**src/rtl/ps2_pkg.sv**
```systemverilog
`default_nettype none
// +----------------------------------------------------------------------+
// | Package : ps2_pkg                                                     |
// | Brief   : Shared types, scan-code constants and frame FSM encoding    |
// |           for the PS/2 keyboard receiver.                             |
// | Rev     : 1.0  initial release                                        |
// +----------------------------------------------------------------------+
package ps2_pkg;

  // One decoded key event as presented at the FIFO head
  typedef struct packed {
    logic       ext;
    logic       brk;
    logic [7:0] code;
  } key_event_t;

  // Prefix bytes
  localparam logic [7:0] PS2_EXT = 8'hE0;
  localparam logic [7:0] PS2_BRK = 8'hF0;

  // Keyboard status / protocol bytes that never produce an event
  localparam logic [7:0] PS2_IGN_ERR0  = 8'h00;
  localparam logic [7:0] PS2_IGN_BAT   = 8'hAA;
  localparam logic [7:0] PS2_IGN_ECHO  = 8'hEE;
  localparam logic [7:0] PS2_IGN_ACK   = 8'hFA;
  localparam logic [7:0] PS2_IGN_BATF  = 8'hFC;
  localparam logic [7:0] PS2_IGN_RESND = 8'hFE;
  localparam logic [7:0] PS2_IGN_ERR1  = 8'hFF;

  // Frame FSM encoding
  localparam logic [1:0] c_st_idle   = 2'd0;
  localparam logic [1:0] c_st_data   = 2'd1;
  localparam logic [1:0] c_st_parity = 2'd2;
  localparam logic [1:0] c_st_stop   = 2'd3;

  function automatic logic is_ignored_code(input logic [7:0] code);
    logic hit;
    hit = 1'b0;
    case (code)
      PS2_IGN_ERR0, PS2_IGN_BAT, PS2_IGN_ECHO, PS2_IGN_ACK,
      PS2_IGN_BATF, PS2_IGN_RESND, PS2_IGN_ERR1: hit = 1'b1;
      default:                                   hit = 1'b0;
    endcase
    return hit;
  endfunction

endpackage
`default_nettype wire

```
**src/rtl/ps2_key_rx_if.sv**
```systemverilog
`default_nettype none
// +----------------------------------------------------------------------+
// | Interface : ps2_key_rx_if                                             |
// | Brief     : Key-event FIFO valid/ready port with occupancy count.     |
// | Rev       : 1.0  initial release                                      |
// +----------------------------------------------------------------------+
interface ps2_key_rx_if #(
  parameter int CNT_W = 4
) ();
  logic             ev_valid;
  logic             ev_ready;
  logic [9:0]       ev_data;
  logic [CNT_W-1:0] ev_count;

  // Producer side (the receiver)
  modport master (output ev_valid, output ev_data, output ev_count, input ev_ready);
  // Consumer side (controller mapping logic)
  modport slave  (input ev_valid, input ev_data, input ev_count, output ev_ready);
endinterface
`default_nettype wire

```
**src/rtl/ps2_line_filter.sv**
```systemverilog
`default_nettype none
// +----------------------------------------------------------------------+
// | Module : ps2_line_filter                                              |
// | Brief  : Two-flop synchroniser followed by a glitch filter; output    |
// |          only follows the input after FILTER_LEN equal samples.       |
// | Rev    : 1.0  initial release                                         |
// +----------------------------------------------------------------------+
module ps2_line_filter #(
  parameter int FILTER_LEN = 8
) (
  input  logic Clk,
  input  logic reset_n,
  input  logic line_i,
  output logic line_o
);
  localparam int CW = $clog2(FILTER_LEN);

  logic          sync1_q, sync1_d;
  logic          sync2_q, sync2_d;
  logic          filt_q,  filt_d;
  logic [CW-1:0] cnt_q,   cnt_d;

  // Count consecutive samples that disagree with the filtered level; flip once enough agree
  always_comb begin
    sync1_d = line_i;
    sync2_d = sync1_q;
    filt_d  = filt_q;
    cnt_d   = '0;
    if (sync2_q != filt_q) begin
      if (cnt_q == CW'(FILTER_LEN - 1)) begin
        filt_d = sync2_q;
      end else begin
        cnt_d = cnt_q + CW'(1);
      end
    end
  end

  // Idle PS/2 lines are high, so everything resets to 1
  always_ff @(posedge Clk or negedge reset_n) begin
    if (!reset_n) begin
      sync1_q <= 1'b1;
      sync2_q <= 1'b1;
      filt_q  <= 1'b1;
      cnt_q   <= '0;
    end else begin
      sync1_q <= sync1_d;
      sync2_q <= sync2_d;
      filt_q  <= filt_d;
      cnt_q   <= cnt_d;
    end
  end

  assign line_o = filt_q;

endmodule
`default_nettype wire

```
**src/rtl/ps2_key_rx.sv**
```systemverilog
`default_nettype none
// +----------------------------------------------------------------------+
// | Module : ps2_key_rx                                                   |
// | Brief  : PS/2 keyboard receiver: filtered inputs, 11-bit frame check, |
// |          E0/F0 prefix decoding, typematic filter and event FIFO.      |
// | Rev    : 1.0  initial release                                         |
// +----------------------------------------------------------------------+
module ps2_key_rx
  import ps2_pkg::*;
#(
  parameter int FILTER_LEN    = 8,
  parameter int FIFO_DEPTH    = 8,
  parameter int TIMEOUT_CYC   = 50000,
  parameter int REPEAT_FILTER = 1
) (
  input  logic         Clk,
  input  logic         reset_n,
  input  logic         psClk,
  input  logic         psData,
  ps2_key_rx_if.master ev_if,
  output logic         frame_err,
  output logic         overflow
);
  localparam int AW = $clog2(FIFO_DEPTH);
  localparam int CW = AW + 1;
  localparam int TW = $clog2(TIMEOUT_CYC);

  // ---------------- input conditioning ----------------
  logic ps_clk_f;
  logic ps_data_f;
  logic ps_clk_prev_q, ps_clk_prev_d;
  logic fall;

  ps2_line_filter #(.FILTER_LEN(FILTER_LEN)) u_clk_filt (
    .Clk(Clk), .reset_n(reset_n), .line_i(psClk), .line_o(ps_clk_f)
  );

  ps2_line_filter #(.FILTER_LEN(FILTER_LEN)) u_data_filt (
    .Clk(Clk), .reset_n(reset_n), .line_i(psData), .line_o(ps_data_f)
  );

  assign fall = ps_clk_prev_q & ~ps_clk_f;

  // ---------------- frame FSM ----------------
  logic [1:0]    state_q, state_d;
  logic [2:0]    bit_cnt_q, bit_cnt_d;
  logic [7:0]    shift_q, shift_d;
  logic          parity_q, parity_d;
  logic [TW-1:0] tcnt_q, tcnt_d;
  logic          timeout;
  logic          byte_done;
  logic          frm_err;

  // Stalled mid-frame: the host never gets another clock edge within the window
  assign timeout = (state_q != c_st_idle) && !fall && (tcnt_q == TW'(TIMEOUT_CYC - 1));

  // State register
  always_ff @(posedge Clk or negedge reset_n) begin
    if (!reset_n) state_q <= c_st_idle;
    else          state_q <= state_d;
  end

  // Next state: advances on filtered psClk falls, timeout forces IDLE
  always_comb begin
    state_d = state_q;
    if (timeout) begin
      state_d = c_st_idle;
    end else if (fall) begin
      case (state_q)
        c_st_idle:   if (!ps_data_f) state_d = c_st_data;
        c_st_data:   if (bit_cnt_q == 3'd7) state_d = c_st_parity;
        c_st_parity: state_d = c_st_stop;
        c_st_stop:   state_d = c_st_idle;
        default:     state_d = c_st_idle;
      endcase
    end
  end

  // FSM outputs: completed byte or framing error, both single-cycle
  always_comb begin
    byte_done = 1'b0;
    frm_err   = 1'b0;
    if (timeout) begin
      frm_err = 1'b1;
    end else if (fall) begin
      case (state_q)
        c_st_idle: frm_err = ps_data_f;
        c_st_stop: begin
          if (ps_data_f && (^{shift_q, parity_q})) byte_done = 1'b1;
          else                                     frm_err   = 1'b1;
        end
        default: ;
      endcase
    end
  end

  // Frame datapath: shift register (LSB first), bit counter, parity and timeout counter
  always_comb begin
    ps_clk_prev_d = ps_clk_f;
    bit_cnt_d     = bit_cnt_q;
    shift_d       = shift_q;
    parity_d      = parity_q;
    tcnt_d        = (state_q == c_st_idle || fall) ? '0 : tcnt_q + TW'(1);
    if (fall) begin
      case (state_q)
        c_st_idle: bit_cnt_d = '0;
        c_st_data: begin
          shift_d   = {ps_data_f, shift_q[7:1]};
          bit_cnt_d = bit_cnt_q + 3'd1;
        end
        c_st_parity: parity_d = ps_data_f;
        default: ;
      endcase
    end
  end

  // ---------------- decoder ----------------
  logic       ext_q, ext_d;
  logic       brk_q, brk_d;
  logic [8:0] last_make_q, last_make_d;
  logic       dec_valid_q, dec_valid_d;
  key_event_t dec_ev_q, dec_ev_d;

  // Prefix tracking, ignored codes and typematic-repeat suppression
  always_comb begin
    ext_d       = ext_q;
    brk_d       = brk_q;
    last_make_d = last_make_q;
    dec_valid_d = 1'b0;
    dec_ev_d    = dec_ev_q;
    if (frm_err) begin
      ext_d = 1'b0;
      brk_d = 1'b0;
    end else if (byte_done) begin
      if (shift_q == PS2_EXT) begin
        ext_d = 1'b1;
      end else if (shift_q == PS2_BRK) begin
        brk_d = 1'b1;
      end else begin
        ext_d = 1'b0;
        brk_d = 1'b0;
        if (!is_ignored_code(shift_q)) begin
          dec_ev_d    = {ext_q, brk_q, shift_q};
          dec_valid_d = 1'b1;
          if (REPEAT_FILTER != 0) begin
            if (!brk_q) begin
              // A make identical to the held key is an auto-repeat
              if ({ext_q, shift_q} == last_make_q) dec_valid_d = 1'b0;
              else                                 last_make_d = {ext_q, shift_q};
            end else if ({ext_q, shift_q} == last_make_q) begin
              last_make_d = '0;
            end
          end
        end
      end
    end
  end

  // ---------------- event FIFO ----------------
  key_event_t    mem_q [FIFO_DEPTH];
  logic [AW-1:0] wr_ptr_q, wr_ptr_d;
  logic [AW-1:0] rd_ptr_q, rd_ptr_d;
  logic [CW-1:0] count_q, count_d;
  logic          frame_err_q, frame_err_d;
  logic          overflow_q, overflow_d;
  logic          ev_valid;
  logic          pop;
  logic          full;
  logic          wr_en;

  assign ev_valid = (count_q != '0);
  assign full     = (count_q == CW'(FIFO_DEPTH));
  assign pop      = ev_valid & ev_if.ev_ready;

  // A push into a full FIFO still fits when the head leaves the same cycle
  always_comb begin
    wr_en       = dec_valid_q && (!full || pop);
    overflow_d  = dec_valid_q && full && !pop;
    frame_err_d = frm_err;
    wr_ptr_d    = wr_en ? wr_ptr_q + AW'(1) : wr_ptr_q;
    rd_ptr_d    = pop   ? rd_ptr_q + AW'(1) : rd_ptr_q;
    case ({wr_en, pop})
      2'b10:   count_d = count_q + CW'(1);
      2'b01:   count_d = count_q - CW'(1);
      default: count_d = count_q;
    endcase
  end

  // Control state: reset discards any partial frame, prefixes and queued events
  always_ff @(posedge Clk or negedge reset_n) begin
    if (!reset_n) begin
      ps_clk_prev_q <= 1'b1;
      bit_cnt_q     <= '0;
      shift_q       <= '0;
      parity_q      <= 1'b0;
      tcnt_q        <= '0;
      ext_q         <= 1'b0;
      brk_q         <= 1'b0;
      last_make_q   <= '0;
      dec_valid_q   <= 1'b0;
      dec_ev_q      <= '0;
      wr_ptr_q      <= '0;
      rd_ptr_q      <= '0;
      count_q       <= '0;
      frame_err_q   <= 1'b0;
      overflow_q    <= 1'b0;
    end else begin
      ps_clk_prev_q <= ps_clk_prev_d;
      bit_cnt_q     <= bit_cnt_d;
      shift_q       <= shift_d;
      parity_q      <= parity_d;
      tcnt_q        <= tcnt_d;
      ext_q         <= ext_d;
      brk_q         <= brk_d;
      last_make_q   <= last_make_d;
      dec_valid_q   <= dec_valid_d;
      dec_ev_q      <= dec_ev_d;
      wr_ptr_q      <= wr_ptr_d;
      rd_ptr_q      <= rd_ptr_d;
      count_q       <= count_d;
      frame_err_q   <= frame_err_d;
      overflow_q    <= overflow_d;
    end
  end

  // Storage needs no reset; occupancy is tracked by the pointers and count
  always_ff @(posedge Clk) begin
    if (wr_en) mem_q[wr_ptr_q] <= dec_ev_q;
  end

  assign ev_if.ev_valid = ev_valid;
  assign ev_if.ev_data  = ev_valid ? mem_q[rd_ptr_q] : '0;
  assign ev_if.ev_count = count_q;
  assign frame_err      = frame_err_q;
  assign overflow       = overflow_q;

endmodule
`default_nettype wire

```
**src/flat_wrapper.sv**
```systemverilog
// flat-port wrapper written by rule: the top's interface ports become plain ports
module ps2_key_rx_flat import ps2_pkg::*;
#(
  parameter int FILTER_LEN    = 8,
  parameter int FIFO_DEPTH    = 8,
  parameter int TIMEOUT_CYC   = 50000,
  parameter int REPEAT_FILTER = 1
)
  (Clk, reset_n, psClk, psData, frame_err, overflow, ev_if_ev_valid, ev_if_ev_data, ev_if_ev_count, ev_if_ev_ready);
  ps2_key_rx_if #(.CNT_W(($clog2(FIFO_DEPTH) + 1))) ev_if_i ();
  input  logic Clk;
  input  logic reset_n;
  input  logic psClk;
  input  logic psData;
  output logic frame_err;
  output logic overflow;
  output wire logic [$bits(ev_if_i.ev_valid)-1:0] ev_if_ev_valid;
  output wire logic [$bits(ev_if_i.ev_data)-1:0] ev_if_ev_data;
  output wire logic [$bits(ev_if_i.ev_count)-1:0] ev_if_ev_count;
  input wire logic [$bits(ev_if_i.ev_ready)-1:0] ev_if_ev_ready;
  assign ev_if_ev_valid = ev_if_i.ev_valid;
  assign ev_if_ev_data = ev_if_i.ev_data;
  assign ev_if_ev_count = ev_if_i.ev_count;
  assign ev_if_i.ev_ready = ev_if_ev_ready;
  ps2_key_rx #(.FILTER_LEN(FILTER_LEN), .FIFO_DEPTH(FIFO_DEPTH), .TIMEOUT_CYC(TIMEOUT_CYC), .REPEAT_FILTER(REPEAT_FILTER)) u_core (.Clk(Clk), .reset_n(reset_n), .psClk(psClk), .psData(psData), .ev_if(ev_if_i), .frame_err(frame_err), .overflow(overflow));
endmodule
```
**config.mk**
```make
export PLATFORM = sky130hd
export DESIGN_NAME = ps2_key_rx_flat
export DESIGN_NICKNAME = d
export VERILOG_FILES = /design/src/rtl/ps2_pkg.sv /design/src/rtl/ps2_key_rx_if.sv /design/src/rtl/ps2_line_filter.sv /design/src/rtl/ps2_key_rx.sv /design/src/flat_wrapper.sv
export SDC_FILE = /design/constraint.sdc
export NUM_CORES = 1
export LEC_CHECK = 0
export ABC_AREA = 1
export BUFFER_PORTS_ARGS = -buffer_cell sky130_fd_sc_hd__buf_2
export CORE_MARGIN = 2
export CORE_UTILIZATION = 30
export CTS_BUF_LIST = sky130_fd_sc_hd__clkbuf_8
export DETAILED_ROUTE_END_ITERATION = 8
export SYNTH_ARGS = -nofsm -noshare
export SYNTH_HDL_FRONTEND = slang
export SYNTH_HIERARCHICAL = 1
export SYNTH_SLANG_ARGS = --single-unit
```
**constraint.sdc**
```tcl
create_clock -name Clk -period 2.3 [get_ports Clk]
set_input_delay 0.115 -clock Clk [delete_from_list [all_inputs] [get_ports Clk]]
set_output_delay 0.115 -clock Clk [all_outputs]
set_load 0.02 [all_outputs]
```
Word-level counts from Yosys, hierarchy flattened
Memory sizes are Yosys's and may differ from the RTL's.
Cells that the tools add are included.

storage, ports and cells
  RAM bits = 80
  register bits = 77
  logic and storage cells = 146
  output and inout bits = 17
  input bits = 5
  memories kept = 1

memories
  memory        words  width  read ports  clocked after memory_dff  write ports  RTL line           RTL
  u_core.mem_q  8      10     1           0                         1            ps2_key_rx.sv:160  key_event_t mem_q [FIFO_DEPTH];

operators by class
  eq/ne operators = 27
  muxes and demuxes = 46
  add/sub/neg operators = 8
  bitwise logic cells = 7
  reductions and logical operators = 31

operators with widths
  cell                                            number
  == test 8 bit (second input constant)           8
  two-way mux 1 bit                               29
  two-way mux 9 bit                               3
  adder 16 x 1 -> 16 bit (second input constant)  1
  == test 16 bit (second input constant)          1
  two-way mux 16 bit                              1
  adder 3 x 1 -> 3 bit (second input constant)    5
  AND reduction 2 bit                             7
  two-way mux 3 bit                               4
  two-way mux 10 bit                              1
  nonzero test 2 bit                              5
  == test 3 bit (second input constant)           3
  == test 9 bit                                   1
  parity 9 bit                                    1
  zero test 8 bit                                 1
  two-way mux 2 bit                               4
  case mux 2 bit (4 select lines)                 1
  case mux 4 bit (2 select lines)                 1
  AND reduction 7 bit                             1
  OR reduction 7 bit                              1
  == test 2 bit (second input constant)           3
  logical AND 1 bit                               6
  != test 3 x 1 -> 1 bit (second input constant)  2
  case mux 3 bit (2 select lines)                 1
  17 further kinds                                28

Longest topological paths before layout
Gate-level depths: netlist (run 1).

  depth in word-level cells = 13
  depth in mapped cells = 17
  gate-level depth less buffers = 16

Modules after synthesis
The synthesis (run 1) kept the hierarchy.

by module, submodules not included
  module           times used  cells an instance  sequential area each (um^2)  area each (um^2)
  ps2_key_rx       1           665                4030.1                       6701.4
  ps2_line_filter  2           21                 153.9                        231.5

Worst setup path after synthesis (run 1)
No wires, ideal clock.

  path type = register to register
  start = reg u_core.count_q[1] (netlist: u_core/ev_if.ev_count[1])
  end = reg u_core.count_q[3] (netlist: u_core/ev_if.ev_count[3])
  library setup time = 0.122 ns
  data required time = 2.178 ns
  period minus slack after synthesis = 2.277 ns
  buffers on the path = 0
  data arrival time = 2.155 ns
  stages on the path, launching flop included = 15
  setup slack = 0.023 ns
  path through = dfrtp_1 > nor2_1 > inv_1 > nor4_1 > nor2_1 > inv_1 > ha_1 > ha_1 > nand2_1 > nor2_1 > a211oi_1 > nor2_1 > nor2_1 > nand2_1 > xor2_1

on the way
  word-level cells in the longest chain between the ends = 6
  elaborated cells between the ends (all ways) = 12
  those cells by class = 2 x add/sub; 3 x eq/ne; 1 x mux; 1 x bitwise; 5 x reduce/logical

RTL lines
  what                                                                          RTL line                              RTL
  from (decl)                                                                   ps2_key_rx.sv:163                     logic [CW-1:0] count_q, count_d;
  from (signal assigned)                                                        ps2_key_rx.sv:220                     count_q <= count_d;
  == test 4 bit / nonzero test 4 bit (equally long branches)                    ps2_key_rx.sv:172, ps2_key_rx.sv:171
  zero test 1 bit / AND 1 bit (equally long branches)                           ps2_key_rx.sv:177, ps2_key_rx.sv:173
  logical OR 1 bit                                                              ps2_key_rx.sv:177                     wr_en = dec_valid_q && (!full || pop);
  logical AND 1 bit                                                             ps2_key_rx.sv:177
  == test 2 x 1 -> 1 bit / == test 2 bit (equally long branches)                ps2_key_rx.sv:182                     case ({wr_en, pop})
  case mux 4 bit (2 select lines) / nonzero test 2 bit (equally long branches)  n/a

Parallel ways exist; a longest one is shown, timed or not.
A chain may end at the register's enable or synchronous reset.

Worst setup path in the final report (run 1)
  start = reg u_core.count_q[3] (netlist: u_core/ev_if.ev_count[3])
  end = out ev_if_ev_data[6]

on the way
  word-level cells in the longest chain between the ends = 2

RTL lines
  what                RTL line            RTL
  nonzero test 4 bit  ps2_key_rx.sv:171   assign ev_valid = (count_q != '0);
  two-way mux 10 bit  ps2_key_rx.sv:232   assign ev_if.ev_data = ev_valid ? mem_q[rd_ptr_q] : '0;
  to (decl)           flat_wrapper.sv:18  output wire logic [$bits(ev_if_i.ev_data)-1:0] ev_if_ev_data;

Every way passes these cells.

==> results of run 1 <==
[synth_stat cells (2+ instances only)]
cell / n / area (µm²)
inv_1: 57 / 214
nand3_2: 2 / 20.0
o2111ai_1: 3 / 26.3
dfrtp_1: 70 / 1750
o22ai_1: 10 / 62.6
xor2_1: 10 / 87.6
nor3_1: 10 / 50.1
o21ai_0: 77 / 385
inv_2: 8 / 30.0
buf_2: 5 / 25.0
clkbuf_1: 18 / 67.6
o211ai_1: 2 / 15.0
or2_0: 2 / 12.5
nor2_1: 117 / 439
buf_6: 3 / 33.8
nor4_1: 3 / 18.8
a31oi_1: 10 / 62.6
nand4_1: 21 / 131
nand3_1: 12 / 60.1
dfstp_2: 7 / 184
or2_2: 2 / 12.5
nand4_4: 3 / 63.8
o21ai_1: 2 / 10.0
and3_1: 2 / 12.5
nand2_1: 106 / 398
ha_1: 18 / 225
edfxtp_1: 80 / 2400
nor2_2: 5 / 31.3
nand2_2: 17 / 106
a21oi_1: 7 / 35.0
[where the power goes]
group,leakage (nW),switching [W],internal (W)
combinational,1.55,0.00182,0.000997
sequential,1.74,0.000150,0.00314
clock,0.206,0.00115,0.00101
[repair_timing]
action                     CTS  global route
cloned                       0             3
hold endpoints to repair    37             0
resized for setup            1            21
setup buffers                0             4
hold buffers                 4             0
pin swaps                    0             7
setup endpoints to repair    8            20
[cells by family after synthesis]
| family | share of synthesized area |
|---|---|
| buffers and inverters | 0.0533 |
| xor gates and xnor gates | 0.0134 |
| adders and majority gates | 0.0342 |
| AOI/OAI and AO/OA | 0.0924 |
| DFF | 0.605 |
| and+or+nand+nor | 0.201 |
[cell usage in the layout, fill, tap and decap left out, types with 4 or more instances in the layout]
cell / Yosys / routed
dfrtp_1: 70 / 68
nand4_1: 21 / 21
o22ai_1: 10 / 10
dfstp_2: 7 / 7
inv_6: 0 / 5
inv_1: 57 / 55
nor2_2: 5 / 7
clkbuf_8: 0 / 17
nor3_1: 10 / 9
a31oi_1: 10 / 10
nor2_1: 117 / 115
o21ai_0: 77 / 77
buf_2: 5 / 21
ha_1: 18 / 16
a21oi_1: 7 / 7
edfxtp_1: 80 / 80
dlygate4sd3_1: 0 / 4
xor2_1: 10 / 10
nand3_1: 12 / 12
buf_4: 1 / 29
nand2_2: 17 / 17
nand2_1: 106 / 106
inv_2: 8 / 8
[metrics by stage]
| step | setup WS [ns] | power (W) | area, µm² | util | setup TNS, ns |
|---|---|---|---|---|---|
| 2_1_floorplan | 0.0225 | 0.00513 | 7160 | - | 0 |
| 3_3_place_gp | 0.0644 | 0.00600 | 7790 | 0.332 | 0 |
| 3_5_place_dp | 0.00700 | 0.00605 | 7790 | 0.332 | 0 |
| 4_1_cts | 0.00423 | 0.00823 | 8240 | 0.351 | 0 |
| 5_1_grt | -0.0401 | 0.00884 | 8390 | 0.357 | -0.0453 |
| 6_report | 0.132 | 0.00826 | 8390 | 0.357 | 0 |
[final cells by class]
type / instances / area share
Clock buffer: 17 / 0.0279
Multi-Input combinational cell: 458 / 0.302
Timing Repair Buffer: 59 / 0.0536
Tap cell: 319 / 0.0476
Sequential cell: 157 / 0.517
Timing Repair inverter: 1 / 0.000597
Clock inverter: 14 / 0.0209
Inverter: 65 / 0.0298
[final timing paths]
kind | startpoint | endpoint | slack (ns) | cells past startpoint
worst max-delay path | u_core/ev_if.ev_count[3]$_DFFE_PN0P_ | ev_if_ev_data[6] | 0.13 | 7
worst min-delay path | reset_n | u_core/frame_err$_DFF_PN0_ | 0.19 | 2
worst max register to register | u_core/shift_q[2]$_DFFE_PN0P_ | u_core/last_make_q[1]$_DFFE_PN0P_ | 0.14 | 11
worst min register to register | u_core/u_clk_filt/sync1_q$_DFF_PN1_ | u_core/u_clk_filt/sync2_q$_DFF_PN1_ | 0.36 | 0
max in group asynchronous | reset_n | u_core/rd_ptr_q[1]$_DFFE_PN0N_ | 1.50 | 3
min in group Clk | psData | u_core/u_data_filt/sync1_q$_DFF_PN1_ | 0.29 | 2
[sequential cells by signal, summed over array words and instances (netlist names), 4 cells and up]
| signal | flops |
|---|---|
| u_core/last_make_q | 9 |
| u_core/mem_q | 80 |
| u_core/shift_q | 8 |
| u_core/ev_if.ev_count | 4 |
| u_core/tcnt_q | 16 |
| u_core/dec_ev_q | 10 |
[layer usage]
layer / routed length (µm) / global-route usage / up-vias
met4: 152 / 0.0373 / 0
met3: 624 / 0.0321 / 12
met2: 7190 / 0.200 / 94
li1: - / - / 2505
met1: 7110 / 0.170 / 2462
met5: 0 / 0 / -
==> impl_results.md, run 1 <==
* Outcome: finished, final reports clean
* HPWL after DPL at 9590 µm
* Via Count at 5073
* P_leak at 3.50 nW
* Gate Count Post-Synth at 707
* Pre-Repair DR Iteration Count at 5
* Core footprint at 23500 µm²
* Cell variety after synth at 48
* Yosys reg bits at 157
* Non-filler cells, final at 1090
* Port Buffers at 21
* CTS H-tree depth at 4
* I/O pins at 22
* Minimum hold slack at 0.185 ns
* Die area at 25100 µm²
* Tightest Pin Transition at 1.00 ns
* Post-synth EDFFs at 80
* Endpoint class of the critical path: output pin
* Syn Area/Cell at 10.1 µm²
* Post-Syn Nets at 731
* Total Wirelength at 15100 µm
* WL/cell at 13.8 µm
* Antenna violations before repair at 0
* Area of the multi-input gates at 2530 µm²
* Startpoint types: register
* Layout area overhead at 17.1%
* DR vias/cell at 4.65
* Layout cell share with drive strength beyond 1 at 0.198
* Pwr dens at 984 nW/µm²
* Die X at 159 µm
* Fraction of registers with async set/reset at 0.490
* CP required at 2.18 ns
* Crit Path Max Fanout at 5
* DR iter-0 viols at 283
* Post-route antenna net violation count at 0
* Clock Tree Buf Depth at 2
* CP arrival at 2.05 ns
* Critical path class: register to output pin
* Fill cells at 2375
* Placed Cells at 1048
* Ant. Diodes at 0
* WP buf/inv at 4
* Chip height at 159 µm
* Post-synth top flop: edfxtp_1
* Ys Warns at 6
* Pins over their slew limit at 0
* Crit path cell chain: buf_4, nor3_2, buf_4, clkinvlp_2, o21ai_0, a31oi_1, buf_2
* Number of CTS-inserted buffers at 17
* CP max stage cell: dfrtp_1
* Fmax at 0.461 GHz
* Slowest Stage Delay on Critical Path at 0.42 ns
* Max VDD drop at 0.458 mV
* Slew HR at 0.328
* Worst-Skew Late Latency at 0.46 ns
* Part of the Yosys area used for sequential elements at 0.605
* Crit path max-delay family: buffers and inverters
* Residual DRC count at 0
* Top cell by count, worst path: buf_4
* Minimum clock period after layout at 2.17 ns
* Nets@finish at 783
* Register Area at 4340 µm²
* CTS tree: done
* Clk sinks at 157
* Last weighted congestion value of the routability-driven placer at 0.760
* Final worst-path cycle share at 0.943
* First-pass GRT wire length at 24400 µm
* Skew final at 0.0133 ns
* Grt total ovfl at 0
* Max-Cap Viols at 0
* Vias in the first global route at 4757
* Largest net degree at the start of global routing at 43
* All-layer global routing usage at 0.126
* Post-Syn Area at 7160 µm²
* Hold WC Path Type: input port to async pin
* Reg clk slew, reported paths at 0.10 ns
* Root Driver: clkbuf_8
* Cell row count at 56
* Initial Utilization at 0.305
* Endpoints failing setup at 0
* Fin. Hold Viols at 0
Power figures use the tool's default switching activity.
==> run 2: changes to the inputs <==
--- a/config.mk
+++ b/config.mk
@@ -5,7 +5,6 @@
 export SDC_FILE = /design/constraint.sdc
 export NUM_CORES = 1
 export LEC_CHECK = 0
-export ABC_AREA = 1
 export BUFFER_PORTS_ARGS = -buffer_cell sky130_fd_sc_hd__buf_2
 export CORE_MARGIN = 2
 export CORE_UTILIZATION = 30
==> run 2 against run 1 <==
Compared with the run above:
- design area down 5.5%
- synthesized cell count down 33%
- first-iteration DRC count down 9.5%
- maximum frequency down 5.5%
- die area down 4.6%
- combinational power down 39%
- non-clock buffer count down 2
- final cell count down 24%
- critical endpoint is now u_core/dec_ev_q[7]$_DFFE_PN0P_
- worst setup slack worse by 0.13 ns
- largest cell class unchanged
==> impl_results.md, run 2 <==
* Cell depth of the worst min-delay path at 2
* Pre-Repair DR Iteration Count at 5 (unchanged)
* Max-Cap Viols at 0 (unchanged)
* Number of CTS-inserted buffers at 17 (unchanged)
* Synth top area cells: edfxtp_1, dfrtp_1, mux4_2 (was edfxtp_1, dfrtp_1, nor2_1)
* DR iter-0 viols at 256 (was 283)
* CP max stage cell: or4bb_1 (was dfrtp_1)
* Part of the Yosys area used for sequential elements at 0.635 (was 0.605)
* CP required at 2.64 ns (was 2.18 ns)
* WP depth at 6 (was 7)
* Grt total ovfl at 0 (unchanged)
* WP buf/inv at 1 (was 4)
* Max reg flops at 80 (unchanged)
* Fraction of registers with async set/reset at 0.490 (unchanged)
* Chip height at 155 µm (was 159 µm)
* Core footprint at 22500 µm² (was 23500 µm²)
* Most frequent cell after synthesis: edfxtp_1 (was nor2_1)
* Fill cells at 2168 (was 2375)
* Place WS at -0.0980 ns (was 0.00700 ns)
* Post-route antenna net violation count at 0 (unchanged)
* Post-synth EDFFs at 80 (unchanged)
* Fin. Hold Viols at 0 (unchanged)
* Tightest Pin Transition at 0.984 ns (was 1.00 ns)
* Final worst-path cycle share at 0.997 (was 0.943)
* Top cells by count, synth: edfxtp_1, dfrtp_1, nand2_1 (was nor2_1, nand2_1, edfxtp_1)
* Critical path class: register to register (was register to output pin)
* Hold WC Path Type: input port to register (was input port to async pin)
* Final worst slack at 0.00684 ns (was 0.132 ns)
* P_leak at 3.22 nW (was 3.50 nW)
* Top flop regs: u_core/mem_q (80), u_core/tcnt_q (16), u_core/dec_ev_q (10) (unchanged)
* Biggest register: u_core/mem_q (unchanged)
* CP arrival at 2.63 ns (was 2.05 ns)
* Ant. Diodes at 0 (unchanged)
* Slowest Stage Delay on Critical Path at 0.50 ns (was 0.42 ns)
* Most frequent cells in the layout: edfxtp_1, dfrtp_1, nand2_1 (was nor2_1, nand2_1, edfxtp_1)
* Layout area overhead at 16.0% (was 17.1%)
* Clock Tree Buf Depth at 2 (unchanged)
* CTS tree: done (unchanged)
* R2R depth at 6 (was 11)
* Pins over their slew limit at 0 (unchanged)
* CTS H-tree depth at 4 (unchanged)
* Post-Syn Nets at 499 (was 731)
* Via Count at 3894 (was 5073)
* Layout cell share with drive strength beyond 1 at 0.269 (was 0.198)
* Clk sinks at 157 (unchanged)
* Reg clk slew, reported paths at 0.08 ns (was 0.10 ns)
* Area leader, netlist: edfxtp_1 (unchanged)
* Crit Path Max Fanout at 10 (was 5)
* Fmax at 0.436 GHz (was 0.461 GHz)
* Max VDD drop at 0.377 mV (was 0.458 mV)
* HPWL after DPL at 8110 µm (was 9590 µm)
* RSZ-0062 raised after global routing: true
* Initial Utilization at 0.303 (was 0.305)
* Endpoint class of the critical path: register (was output pin)
* Cell variety after synth at 54 (was 48)
* Slew HR at 0.344 (was 0.328)
* Die area at 24000 µm² (was 25100 µm²)
* Commonest non-fill, non-tap cell in the layout: edfxtp_1 (was nor2_1)
* Last weighted congestion value of the routability-driven placer at 0.765 (was 0.760)
* Post-synth top flop: edfxtp_1 (unchanged)
* Total Wirelength at 12600 µm (was 15100 µm)
* Syn Area/Cell at 14.4 µm² (was 10.1 µm²)
* Root Driver: clkbuf_8 (unchanged)
* Outcome: finished, final reports clean (unchanged)
* Worst-Skew Late Latency at 0.45 ns (was 0.46 ns)
* Yosys top cell area share at 0.352 (was 0.335)
* Gate Count Post-Synth at 475 (was 707)
* Antenna violations before repair at 0 (unchanged)
* Vias in the first global route at 4120 (was 4757)
* Pwr dens at 886 nW/µm² (was 984 nW/µm²)
* Port Buffers at 21 (unchanged)
* Startpoint types: register (unchanged)
* Post-Syn Area at 6830 µm² (was 7160 µm²)
* Crit path cell chain: or4bb_1, or4_4, o211a_1, o211ai_4, buf_12, mux2_2 (was buf_4, nor3_2, buf_4, clkinvlp_2, o21ai_0, a31oi_1, buf_2)
* Crit path max-delay family: simple AND/OR/NAND/NOR gates (was buffers and inverters)
* I/O pins at 22 (unchanged)
* Minimum clock period after layout at 2.29 ns (was 2.17 ns)
* Nets@finish at 554 (was 783)
* DR vias/cell at 4.70 (was 4.65)
* Ys Warns at 6 (unchanged)
* First-pass GRT wire length at 21000 µm (was 24400 µm)
* Setup_tns at 0 ns (unchanged)
* Yosys reg bits at 157 (unchanged)
* WL/cell at 15.2 µm (was 13.8 µm)
* Largest net degree at the start of global routing at 78 (was 43)
* All-layer global routing usage at 0.113 (was 0.126)
* Skew final at 0.0116 ns (was 0.0133 ns)
* Endpoints failing setup at 0 (unchanged)
* Residual DRC count at 0 (unchanged)
* Die X at 155 µm (was 159 µm)
* Cell row count at 55 (was 56)
-- run 2: through the flow --
step                      power (W)   util  hold WS (ns)  cells  area, µm²
after floorplan             0.00454      -        -0.181    475       6830
after global placement      0.00502  0.331         0.221    791       7450
after detailed placement    0.00511  0.331         0.223    791       7450
after CTS                   0.00711  0.351         0.258    828       7900
after global routing        0.00744  0.352         0.278    828       7920
final                       0.00702  0.352         0.303    828       7920
-- run 2: path summary, 6_finish.rpt --
check | endpoint | from | slack (ns)
min in group asynchronous | u_core/u_clk_filt/cnt_q[2]$_DFF_PN0_ | reset_n | 0.33
hold reg to reg | u_core/u_data_filt/sync2_q$_DFF_PN1_ | u_core/u_data_filt/sync1_q$_DFF_PN1_ | 0.36
setup / recovery | u_core/dec_ev_q[7]$_DFFE_PN0P_ | u_core/tcnt_q[5]$_DFF_PN0_ | 0.007
hold / removal | u_core/u_clk_filt/sync1_q$_DFF_PN1_ | psClk | 0.30
max in group asynchronous | u_core/ev_if.ev_count[1]$_DFFE_PN0P_ | reset_n | 1.25
setup reg to reg | u_core/dec_ev_q[7]$_DFFE_PN0P_ | u_core/tcnt_q[5]$_DFF_PN0_ | 0.007
-- run 2: logic make-up after synthesis --
family          count (synthesis)  synth area share
xor+xnor                       32            0.0475
fa+ha+maj                      20            0.0374
flops                         157             0.635
buf+inv                        36            0.0236
mux                            49             0.114
compound gates                 57            0.0517
simple gates                  124            0.0909
-- run 2: cell type report --
class / count / area, µm² / area share
clock buffers: 17 / 234 / 0.0295
clock inverters: 15 / 140 / 0.0177
inverters: 15 / 56.3 / 0.00711
multi-input cells: 282 / 2380 / 0.301
flip-flops and latches: 157 / 4340 / 0.548
well taps: 285 / 357 / 0.0450
repair buffers: 57 / 413 / 0.0521
-- run 2: worst reg2reg max path, stage by stage, from the launching register on --
cell      delay [ns]
dfrtp_1         0.38
or4bb_1         0.50
or4_4           0.44
o211a_1         0.28
o211ai_4        0.11
buf_12          0.16
mux2_2          0.33
-- run 2: power by group --
| part | internal (W) | leakage (nW) | switching (W) |
|---|---|---|---|
| Combinational | 0.000780 | 1.21 | 0.000930 |
| Sequential | 0.00313 | 1.82 | 0.000232 |
| Clock | 0.000873 | 0.186 | 0.00107 |
| Total | 0.00479 | 3.22 | 0.00223 |
-- run 2: timing repair --
| item | CTS | global route |
|---|---|---|
| endpoints found under the setup margin | 8 | 41 |
| setup buffers | 1 | 0 |
| pin swaps | 1 | 0 |
| resized for setup | 6 | 9 |
| endpoints found under the hold margin | 73 | 0 |
| hold buffers | 4 | 0 |
-- run 2: metal layers --
layer	up-vias	wire length [µm]	global-route usage
met3	16	416	0.0357
li1	1839	-	-
met1	1969	5650	0.140
met4	0	140	0.0331
met2	70	6340	0.189
met5	-	0	0
